--- src/rtl/pipe_stage_skid.sv ---
// pipe_stage_skid
//   Valid/ready pipeline stage carrying a {pc, inst} pair, backed by a
//   2-entry skid buffer so upstream may stall one cycle late. Flush empties
//   the stage and presents a NOP bubble. Saturating counters track stall and
//   flush activity.
//
// Ports
//   clk        clock, rising edge
//   rst        synchronous active-low reset
//   in_valid   upstream entry valid
//   in_ready   stage can accept (registered state only)
//   in_pc      incoming pc
//   in_inst    incoming instruction
//   flush      kill all held entries
//   out_valid  head entry valid
//   out_ready  downstream accepts
//   out_pc     head pc
//   out_inst   head instruction, NOP_INST when out_valid=0
//   occupancy  held entries, 0..2
//   stall_cnt  cycles with out_valid & ~out_ready, saturating
//   flush_cnt  cycles with flush, saturating
//
// state | meaning
// ------+-------------------------------------
// EMPTY | no valid slots, outputs show bubble
// ONE   | main slot valid
// FULL  | main and skid slots valid, in_ready=0

module pipe_stage_skid #(
    parameter int                 PC_W     = 32,
    parameter int                 INST_W   = 32,
    parameter logic [INST_W-1:0]  NOP_INST = {INST_W{1'b0}},
    parameter int                 CNT_W    = 16
) (
    input  logic              clk,
    input  logic              rst,
    input  logic              in_valid,
    output logic              in_ready,
    input  logic [PC_W-1:0]   in_pc,
    input  logic [INST_W-1:0] in_inst,
    input  logic              flush,
    output logic              out_valid,
    input  logic              out_ready,
    output logic [PC_W-1:0]   out_pc,
    output logic [INST_W-1:0] out_inst,
    output logic [1:0]        occupancy,
    output logic [CNT_W-1:0]  stall_cnt,
    output logic [CNT_W-1:0]  flush_cnt
);

    typedef enum logic [1:0] {
        EMPTY = 2'd0,
        ONE   = 2'd1,
        FULL  = 2'd2
    } state_t;

    localparam logic [CNT_W-1:0] CNT_MAX = {CNT_W{1'b1}};

    state_t             state;
    state_t             state_next;
    logic [PC_W-1:0]    main_pc;
    logic [INST_W-1:0]  main_inst;
    logic [PC_W-1:0]    skid_pc;
    logic [INST_W-1:0]  skid_inst;
    logic               main_valid;
    logic               in_fire;
    logic               out_fire;

    assign main_valid = (state != EMPTY);
    assign in_fire    = in_valid & in_ready;
    assign out_fire   = main_valid & out_ready;

    // State register
    always_ff @(posedge clk) begin
        if (!rst) begin
            state <= EMPTY;
        end else begin
            state <= state_next;
        end
    end

    // Next-state logic
    always_comb begin
        state_next = state;
        if (flush) begin
            state_next = EMPTY;
        end else begin
            case (state)
                EMPTY: if (in_fire) state_next = ONE;
                ONE: begin
                    if (in_fire && !out_fire)      state_next = FULL;
                    else if (!in_fire && out_fire) state_next = EMPTY;
                end
                FULL:  if (out_fire) state_next = ONE;
                default: state_next = EMPTY;
            endcase
        end
    end

    // Output logic
    always_comb begin
        out_valid = main_valid;
        in_ready  = rst & (state != FULL);
        case (state)
            EMPTY:   occupancy = 2'd0;
            ONE:     occupancy = 2'd1;
            FULL:    occupancy = 2'd2;
            default: occupancy = 2'd0;
        endcase
    end

    // Main slot holds NOP_INST whenever it is not valid, so the outputs come
    // straight from the registers with no path from in_*.
    assign out_pc   = main_pc;
    assign out_inst = main_inst;

    // Data path
    always_ff @(posedge clk) begin
        if (!rst) begin
            main_pc   <= '0;
            main_inst <= NOP_INST;
            skid_pc   <= '0;
            skid_inst <= '0;
        end else if (flush) begin
            // pc is captured even without in_valid to keep the old flush behaviour
            main_pc   <= in_pc;
            main_inst <= NOP_INST;
        end else begin
            case (state)
                EMPTY: begin
                    if (in_fire) begin
                        main_pc   <= in_pc;
                        main_inst <= in_inst;
                    end
                end
                ONE: begin
                    if (in_fire && out_fire) begin
                        main_pc   <= in_pc;
                        main_inst <= in_inst;
                    end else if (in_fire) begin
                        skid_pc   <= in_pc;
                        skid_inst <= in_inst;
                    end else if (out_fire) begin
                        main_inst <= NOP_INST;
                    end
                end
                FULL: begin
                    if (out_fire) begin
                        main_pc   <= skid_pc;
                        main_inst <= skid_inst;
                    end
                end
                default: ;
            endcase
        end
    end

    // Performance counters; stalls during a flush cycle still count
    always_ff @(posedge clk) begin
        if (!rst) begin
            stall_cnt <= '0;
            flush_cnt <= '0;
        end else begin
            if (main_valid && !out_ready && stall_cnt != CNT_MAX)
                stall_cnt <= stall_cnt + 1'b1;
            if (flush && flush_cnt != CNT_MAX)
                flush_cnt <= flush_cnt + 1'b1;
        end
    end

endmodule

--- config.mk ---
export PLATFORM = sky130hd
export DESIGN_NAME = pipe_stage_skid
export DESIGN_NICKNAME = d
export VERILOG_FILES = /design/src/rtl/pipe_stage_skid.sv
export SDC_FILE = /design/constraint.sdc
export NUM_CORES = 1
export LEC_CHECK = 0
export ABC_AREA = 1
export CORE_MARGIN = 3
export CORE_UTILIZATION = 50
export CTS_BUF_LIST = sky130_fd_sc_hd__clkbuf_8
export DETAILED_ROUTE_END_ITERATION = 6
export PLACE_DENSITY = 0.86
export SLEW_MARGIN = 40
export SYNTH_ARGS = -nofsm -noshare
export SYNTH_HDL_FRONTEND = slang
export SYNTH_SLANG_ARGS = --single-unit
--- constraint.sdc ---
create_clock -name clk -period 3.95 [get_ports clk]
set_clock_uncertainty 0.15 [all_clocks]
set_input_delay 1.185 -clock clk [delete_from_list [all_inputs] [get_ports clk]]
set_output_delay 1.185 -clock clk [all_outputs]
set_load 0.005 [all_outputs]
==> results of run 1 <==
[cell usage after synthesis, drive strengths merged]
cell,n
mux2,4
o21ai,101
or2,2
xnor2,1
a21oi,57
dfxtp,162
nand3b,3
a22oi,29
nand3,37
nor3,4
and3,1
clkbuf,32
inv,106
ha,9
nand4,7
nor2,278
buf,26
nand2,241
[power groups by stage]
stage	registers (mW)	clock network [mW]	logic, mW
final	1.77	1.10	0.685
after global placement	1.81	0	0.675
after detailed placement	1.81	0	0.686
after floorplan	1.81	0	0.369
after global routing	1.78	1.20	0.776
after CTS	1.77	1.13	0.691
[worst min path at each step]
| stage | from | to | slack [ns] | cells past startpoint |
|---|---|---|---|---|
| after floorplan | skid_inst[29] | skid_inst[29] | 0.27 | 2 |
| after global placement | skid_pc[1] | skid_pc[1] | 0.28 | 2 |
| after detailed placement | skid_pc[14] | skid_pc[14] | 0.29 | 2 |
| after CTS | skid_pc[14] | skid_pc[14] | 0.30 | 2 |
| after global routing | skid_pc[13] | skid_pc[13] | 0.32 | 2 |
| final | skid_pc[15] | skid_pc[15] | 0.30 | 2 |
[metrics by stage]
| step | power [mW] | util |
|---|---|---|
| after floorplan | 2.176 | - |
| after global placement | 2.481 | 0.6463 |
| after detailed placement | 2.494 | 0.6473 |
| after CTS | 3.588 | 0.6726 |
| after global routing | 3.754 | 0.6726 |
| final | 3.550 | 0.6726 |
[state kept, by name, summed over array words and instances (netlist names)]
name / flops
out_inst: 32
out_pc: 32
skid_inst: 32
skid_pc: 32
flush_cnt: 16
stall_cnt: 16
state: 2
[routing by layer]
metal	routed length, microns	global-route usage	part of all wire	vias up
met5	0	0	0	-
met2	8458	0.3661	0.47	170
met1	8172	0.2908	0.46	3275
li1	-	-	-	3740
met4	310	0.07256	0.017	0
met3	996	0.05727	0.056	22
[logic make-up after synthesis]
family / count (synthesis) / share of synthesized area
simple gates: 573 / 0.3073
compound gates: 187 / 0.1374
buf+inv: 164 / 0.09085
mux: 4 / 0.006136
xor+xnor: 1 / 0.001193
fa+ha+maj: 9 / 0.01534
flops: 162 / 0.4418
[area by class of cell]
| cell class | instances | share of cell area |
|---|---|---|
| clock buffer | 18 | 0.02613 |
| clock inverter | 14 | 0.01148 |
| inverter | 106 | 0.04196 |
| multi-input combinational | 774 | 0.3633 |
| sequential | 162 | 0.3420 |
| tap | 180 | 0.02375 |
| timing repair buffer | 180 | 0.1913 |
[worst max-delay path, delay by kind of cell]
family                 cells  cell delay (ns)
buffers and inverters      3             0.85
and+or+nand+nor            1             0.10
==> metrics, run 1 <==
initial core utilization=0.5208; capturing point of the worst reg2reg path=skid_pc[17]; Worst Setup End Kind=output pin; ANT cells=0; vias in the first global route=6484; post-route ant nets=0; CTS tree=yes; Clock Latency Late Sink=0.46 ns; CTS Buf Count=17; Setup CP Type=in -> out; NetSw=1.036 mW; most frequent cells in the layout=nor2_1, nand2_1, clkdlybuf4s50_1; worst vdd ir=0.3151 mV; worst reg2reg path depth=13; Vias/cell=5.026; combinational power share=0.193; Final GP Congestion=0.8316; Synth Area per Inst=6.673 sq um; Synth area leaders=dfxtp_1, nor2_1, nand2_1, o21ai_0, inv_1; hpwl dp=12130 microns; Slew headroom=0.5013; static leakage=3.990 nW; layout cells sized above 1=0.04944; Post-Syn Instances=1100; Boundary Pins=169; first-pass GRT wire length=30240 microns; final hold vios=0; die height=127.2 microns; most common cell after layout, fill and taps aside=nor2_1; Internal Power=2.514 mW; fmax=0.2881 GHz; part of the power in registers=0.498; worst flop-to-flop path startpoint=state[0]; initial antenna violation count=0; Max Cap Violations=0; Setup violations, final=0; 1st-iter DRT viols=472; CTS resizes=0; post-synthesis cell type count=25; Fin Setup TNS=0 ns; sequential share of the synthesized area=0.4418; clk slew on worst S/H paths=0.09 ns; startpoint class of the critical path=input pin; post-CTS setup buffer count=0; clock sink count=162; crit path max fanout=21; Layout Nets=1319; Power Dens Cells=374.4 mW/mm^2; Area growth syn-to-layout=29.16%; root buf cell=clkbuf_8; fin. max-slew vios=0; multi-input logic area=0.003445 sq mm; outcome=complete, no violations; 1st-pass router iterations=4; Fillers=1249; DRC Markers=0; critical path data required time=2.61 ns; critical path's largest stage delay=0.50 ns; die footprint=0.01617 sq mm; Max clock buf depth=2; Setup crit start=rst; final std cells w/o fill=1434; placed cells=1402; synth warn=0; RSZ-0062 raised after global routing=no; min-delay worst type=reg -> reg; Die X=127.2 microns; core area=0.01410 sq mm; CTS hold repair buffers=0; Clock power frac=0.309; number of cell rows=43; worst-margin pin slew=0.7481 ns; WL per Instance=12.51 microns; crit path max-delay cell type=clkdlybuf4s50_1; flops & latches, synth=162; top cell type's share of synthesized area=0.4418; R2R setup slack=1.16 ns; min Tclk post-route=3.471 ns; GR Util All Layers=0.2239; grt total ovfl=0; net switching fraction of the power=0.2919; Fin Hold WS=0.3023 ns; largest net degree at the start of global routing=110; design area=0.009482 sq mm; placed cell area=0.009125 sq mm; CP endpoint=in_ready; worst-path cell chain=buf_4 -> inv_1 -> nor2_1 -> clkdlybuf4s50_1; ratio of final minimum period to clock period=0.8787; mapped cell area=0.007341 sq mm; Post-Syn Nets=1178; IO buf count=168; Arrival @ worst endpoint=2.14 ns; via count=7207; post-route setup slack=0.4791 ns; H-tree depth=4; routed wire length=17940 microns; DP Worst Slack=0.3329 ns; cell taking the most area after synthesis=dfxtp_1; register area=0.003243 sq mm
No activity file was read; power rests on OpenSTA's default activity.
==> run 2: changes to the inputs <==
HOLD_SLACK_MARGIN = 0.12   (was default)
==> results of run 2 <==
Final layout, timing and power as in run 1 (identical DEF).
==> run 3: changes to the inputs <==
CAP_MARGIN = 10   (was default)
CORE_ASPECT_RATIO = 0.75   (was default)
==> run 3 against run 2 <==
  * Via count rose by 1.7%
  * Count of clock-buffer cells in the layout unchanged
  * Maximum frequency is 2.7% higher
  * Worst setup slack better by 0.092 ns
  * Combinational power is 0.6% higher
  * Sequential share of layout area decreased by 0.26 points
  * Final cell count up 0.91%
  * Critical endpoint unchanged
  * Largest cell class unchanged
==> metrics, run 3 (synthesis gave the netlist of run 1 again) <==
outcome=complete, no violations; placed cells=1414 (+0.86%); Slew headroom=0.4496 (-0.05169); post-route setup slack=0.5716 ns (+0.09244 ns); initial antenna violation count=0 (unchanged); most frequent cells in the layout=nor2_1, nand2_1, clkdlybuf4s50_1; fin. max-slew vios=0 (unchanged); Vias/cell=5.063 (+0.74%); Fin Hold WS=0.3029 ns (+0.0005340 ns); combinational power share=0.183 (-0.010); fmax=0.2960 GHz (+2.7%); initial core utilization=0.5233 (+0.002555); Final GP Congestion=0.9036 (+8.7%); critical path data required time=2.61 ns (about the same); Setup crit start=rst; max layer used=met4; final std cells w/o fill=1447 (+0.91%); die footprint=0.01619 sq mm (about the same); routed wire length=18450 microns (+2.9%); Boundary Pins=169 (unchanged); die height=110.9 microns (-13%); Arrival @ worst endpoint=2.04 ns (-0.10 ns); largest net degree at the start of global routing=120 (+9.1%); min Tclk post-route=3.378 ns (-0.09244 ns); net switching fraction of the power=0.2811 (-0.01082); Power Dens Cells=394.1 mW/mm^2 (+5.2%); H-tree depth=4 (unchanged); CTS resizes=0 (unchanged); clk slew on worst S/H paths=0.08 ns (about the same); Setup violations, final=0 (unchanged); Layout Nets=1317 (-0.15%); post-route ant nets=0 (unchanged); Worst Setup End Kind=output pin; ratio of final minimum period to clock period=0.8553 (-0.02340); vias in the first global route=6535 (+0.79%); Hold Path Origin=skid_pc[8]; worst vdd ir=0.2204 mV (-30%); CTS hold repair buffers=0 (unchanged); design area=0.009554 sq mm (+0.77%); met2 wire len=8502 microns (+0.52%); worst flop-to-flop path startpoint=state[0]; Setup CP Type=in -> out; most common cell after layout, fill and taps aside=nor2_1; startpoint class of the critical path=input pin; Post-Route M1 WL=8431 microns (+3.2%); multi-input logic area=0.003445 sq mm (unchanged); wire length on met3=1319 microns (+32%); clock sink count=162 (unchanged); root buf cell=clkbuf_8; ANT cells=0 (unchanged); RSZ-0062 raised after global routing=no; Clock power frac=0.347 (+0.038); final hold vios=0 (unchanged); first-pass GRT wire length=30570 microns (+1.1%); Die X=145.9 microns (+15%); Max Cap Violations=0 (unchanged); CTS tree=yes; layout cells sized above 1=0.04792 (-0.001518); NetSw=1.058 mW (+2.1%); 1st-pass router iterations=5 (+1); hpwl dp=12190 microns (+0.55%); part of the power in registers=0.470 (-0.028); number of cell rows=37 (-14%); WL per Instance=12.75 microns (+1.9%); Area growth syn-to-layout=30.15%; placed cell area=0.009117 sq mm (about the same); DRC Markers=0 (unchanged); Fillers=1199 (-4.0%); GR Util All Layers=0.2203 (-0.003575); worst-margin pin slew=0.8256 ns (+0.07753 ns); CTS Buf Count=17 (unchanged); crit path max fanout=11 (-48%); min-delay worst type=reg -> reg; static leakage=4.016 nW (+0.63%); DP Worst Slack=0.4296 ns (+0.09670 ns); 1st-iter DRT viols=474 (+0.42%); IO buf count=168 (unchanged); Fin Setup TNS=0 ns (unchanged); Clock Latency Late Sink=0.44 ns (-0.02 ns); Internal Power=2.707 mW (+7.7%); core area=0.01403 sq mm (-0.49%); via count=7326 (+1.7%); Max clock buf depth=2 (unchanged); grt total ovfl=0 (unchanged); post-CTS setup buffer count=0 (unchanged); register area=0.003243 sq mm (unchanged)
run 3: cell types whose count changed in the layout (fill, tap and decap cells not counted):
cell / change
buf_4: -2
clkinvlp_4: -1
clkinv_4: -1
bufinv_16: +3
clkinv_2: -1
run 3: final cells by class:
cell class	count	area share
Clock buffer	18	0.02593
Clock inverter	14	0.01860
Inverter	106	0.04164
Multi-Input combinational cell	774	0.3605
Sequential cell	162	0.3394
Tap cell	195	0.02554
Timing Repair Buffer	178	0.1883
run 3: worst paths after layout:
check / endpoint / slack, ns / depth (start not counted)
worst min-delay path: skid_pc[8] / 0.30 / 2
worst min register to register: skid_pc[8] / 0.30 / 2
worst max-delay path: in_ready / 0.57 / 4
worst max register to register: skid_pc[11] / 1.16 / 13
run 3: per-layer routing:
layer / GRT usage / up-vias
met5: 0 / -
li1: - / 3732
met3: 0.05926 / 18
met4: 0.06009 / 0
met1: 0.2959 / 3346
met2: 0.3512 / 230
run 3: per-stage QoR:
step / total power, mW / utilization
detailed placement: 2.497 / 0.6500
finish: 3.765 / 0.6811
global route: 3.953 / 0.6811
global placement: 2.478 / 0.6497
floorplan: 2.176 / -
CTS: 3.795 / 0.6803
run 3: critical path, stage by stage:
cell and delay, ns:
buf_4 0.16, inv_1 0.10, nor2_1 0.09, clkdlybuf4s50_1 0.51
run 3: power groups by stage:
stage	combinational (mW)	clock, mW	sequential, mW
2_1_floorplan	0.369	0	1.81
3_3_place_gp	0.674	0	1.80
3_5_place_dp	0.689	0	1.81
4_1_cts	0.693	1.33	1.77
5_1_grt	0.775	1.40	1.78
6_report	0.689	1.31	1.77
==> RTL change, RTL diff (config.mk and constraints of run 1) <==
The 3 states of `state_t` get a one-hot encoding in 3 bits.
--- a/src/rtl/pipe_stage_skid.sv
+++ b/src/rtl/pipe_stage_skid.sv
@@ -48,10 +48,10 @@
     output logic [CNT_W-1:0]  flush_cnt
 );
 
-    typedef enum logic [1:0] {
-        EMPTY = 2'd0,
-        ONE   = 2'd1,
-        FULL  = 2'd2
+    typedef enum logic [2:0] {
+        EMPTY = 3'b001,
+        ONE   = 3'b010,
+        FULL  = 3'b100
     } state_t;
 
     localparam logic [CNT_W-1:0] CNT_MAX = {CNT_W{1'b1}};
Behaviour: same outputs for any inputs over 4 cycles, from zero or initial values and one cycle with rst low; so few cycles prove little.
==> RTL change against run 1 <==
Critical path depth is the same; area after synthesis grew 7.9%; via count grew 9.3%; worst hold slack gained 33 ps; wire length grew 12%; setup slack gained 25 ps; cell area grew 6.6%; sequential cell count grew 1; power grew 8.4%; critical endpoint unchanged; largest cell class unchanged; largest power group unchanged; highest routed layer unchanged.
==> RTL change: results (changes against run 1) <==
Yosys
  • Syn_area_per_cell: 6.707 um2 (was 6.673 um2)
  • Most area-consuming cells after synthesis: dfxtp_1, nand2_1, nor2_1 (was dfxtp_1, nor2_1, nand2_1)
  • Syn nets: 1254 (was 1178)
  • Seq/Total Area, Yosys: 41.19% (was 44.18%)
  • Netlist cell types: 29 (was 25)
  • Top cell type's share of synthesized area: 41.19% (was 44.18%)
  • Most common library cells after synthesis: nand2_1, nor2_1, dfxtp_1 (was nor2_1, nand2_1, dfxtp_1)
  • Asr flop ratio synth: 0% (unchanged)
  • Top FF cell, synth: dfxtp_1 (unchanged)
  • Yosys warns: 0 (unchanged)

Clocking
  • Post_cts resized: 0 (unchanged)
  • CTS clk-pin slew, worst paths: 80 ps
  • H-tree depth: 4 (unchanged)
  • Max clock buf depth: 2 (unchanged)
  • Setup Buffers After CTS: 0 (unchanged)
  • Num CTS Buffers: 17 (unchanged)
  • Root Driver: clkbuf_8 (unchanged)

STA
  • Min Clock Period, post-route: 3446 ps (was 3471 ps)
  • Worst Tran Pin Value: 689.5 ps (was 748.1 ps)
  • Worst Hold Slack: 335.0 ps (was 302.3 ps)

Critical path
  • Crit Reg-Reg Startpoint: state[2] (was state[0])
  • Crit path DAT: 2110 ps (was 2140 ps)
  • CP endpoint: in_ready (unchanged)
  • R2R Setup Slk: 1170 ps
  • FF-to-FF End: out_inst[5] (was skid_pc[17])
  • Critical Path Fanout Max: 5 (was 21)
  • R2R cell count: 13 (unchanged)

Place
  • Port Buffers: 168 (unchanged)
  • Placed Cells: 1506 (was 1402)
  • Area after DPL: 0.009628 mm2 (was 0.009125 mm2)
  • Routability Congestion: 0.8851 (was 0.8316)
  • Post-DP HPWL: 13570 um (was 12130 um)
  • Pre-CTS setup slack: 273.9 ps (was 332.9 ps)

Pwr
  • P_comb: 655 uW (was 685 uW)
  • VDD IR max: 0.0001974 V (was 0.0003151 V)
  • Static leakage: 4.412 nW (was 3.990 nW)
  • Clock network power share: 37.2% (was 30.9%)
  • PD cells: 380.9 mW/mm2 (was 374.4 mW/mm2)
  • Sw Share: 26.28% (was 29.19%)

Routing
  • DR vias/cell: 5.118 (was 5.026)
  • DRT iter0 DRCs: 669 (was 472)
  • Pre-antenna DRT Iters: 6 (was 4)
  • Detailed Route WL: 20140 um (was 17940 um)
  • Vias after detailed routing: 7876 (was 7207)

GRT
  • Initial antenna violation count: 1 (was 0)
  • Global-route wire length before repair: 33710 um (was 30240 um)
  • Largest net degree at the start of global routing: 96 (was 110)
  • Number of global-route vias before repair: 7150 (was 6484)
  • GR Util All Layers: 22.76% (was 22.39%)

Layout
  • Layout cells sized above 1: 5.953% (was 4.944%)
  • FILL cells: 1339 (was 1249)
  • Final net count: 1387 (was 1319)

Run status
  • Outcome: complete, no violations (unchanged)

Worst hold path
  • Hold Path End: out_pc[27] (was skid_pc[15])
  • WHS Path Cells: 2 (unchanged)
  • Hold_sp: out_pc[27] (was skid_pc[15])

Floorplan
  • Num rows: 45 (was 43)
==> RTL change: kinds of logic after synthesis <==
group	synth area share [%]
buffers and inverters	9.635
adder cells (fa/ha/maj)	0.6318
AND/OR/NAND/NOR	35.14
XOR/XNOR	2.101
AO/OA/AOI/OAI	11.29
flip-flops	41.19
==> RTL change: cell type report <==
class	count	area, um2	area share [%]
Tap cell	211	264.0	2.612
Multi-Input combinational cell	844	3897	38.56
Clock buffer	20	275.3	2.723
Clock inverter	12	198.9	1.968
Inverter	103	386.6	3.825
Timing Repair Buffer	185	1821	18.01
Antenna cell	1	2.502	0.02476
Sequential cell	163	3263	32.28
==> RTL change: critical path: stages <==
cell	delay, ps
buf_2	190
inv_1	70
nor2_1	110
clkdlybuf4s50_1	550
==> RTL change: metal layers <==
metal / global-route usage [%] / routed length, um / up-vias
met2: 37.14 / 9609 / 265
li1: - / - / 4013
met3: 5.115 / 1301 / 34
met5: 0 / 0 / -
met4: 9.043 / 501 / 0
met1: 29.32 / 8730 / 3564
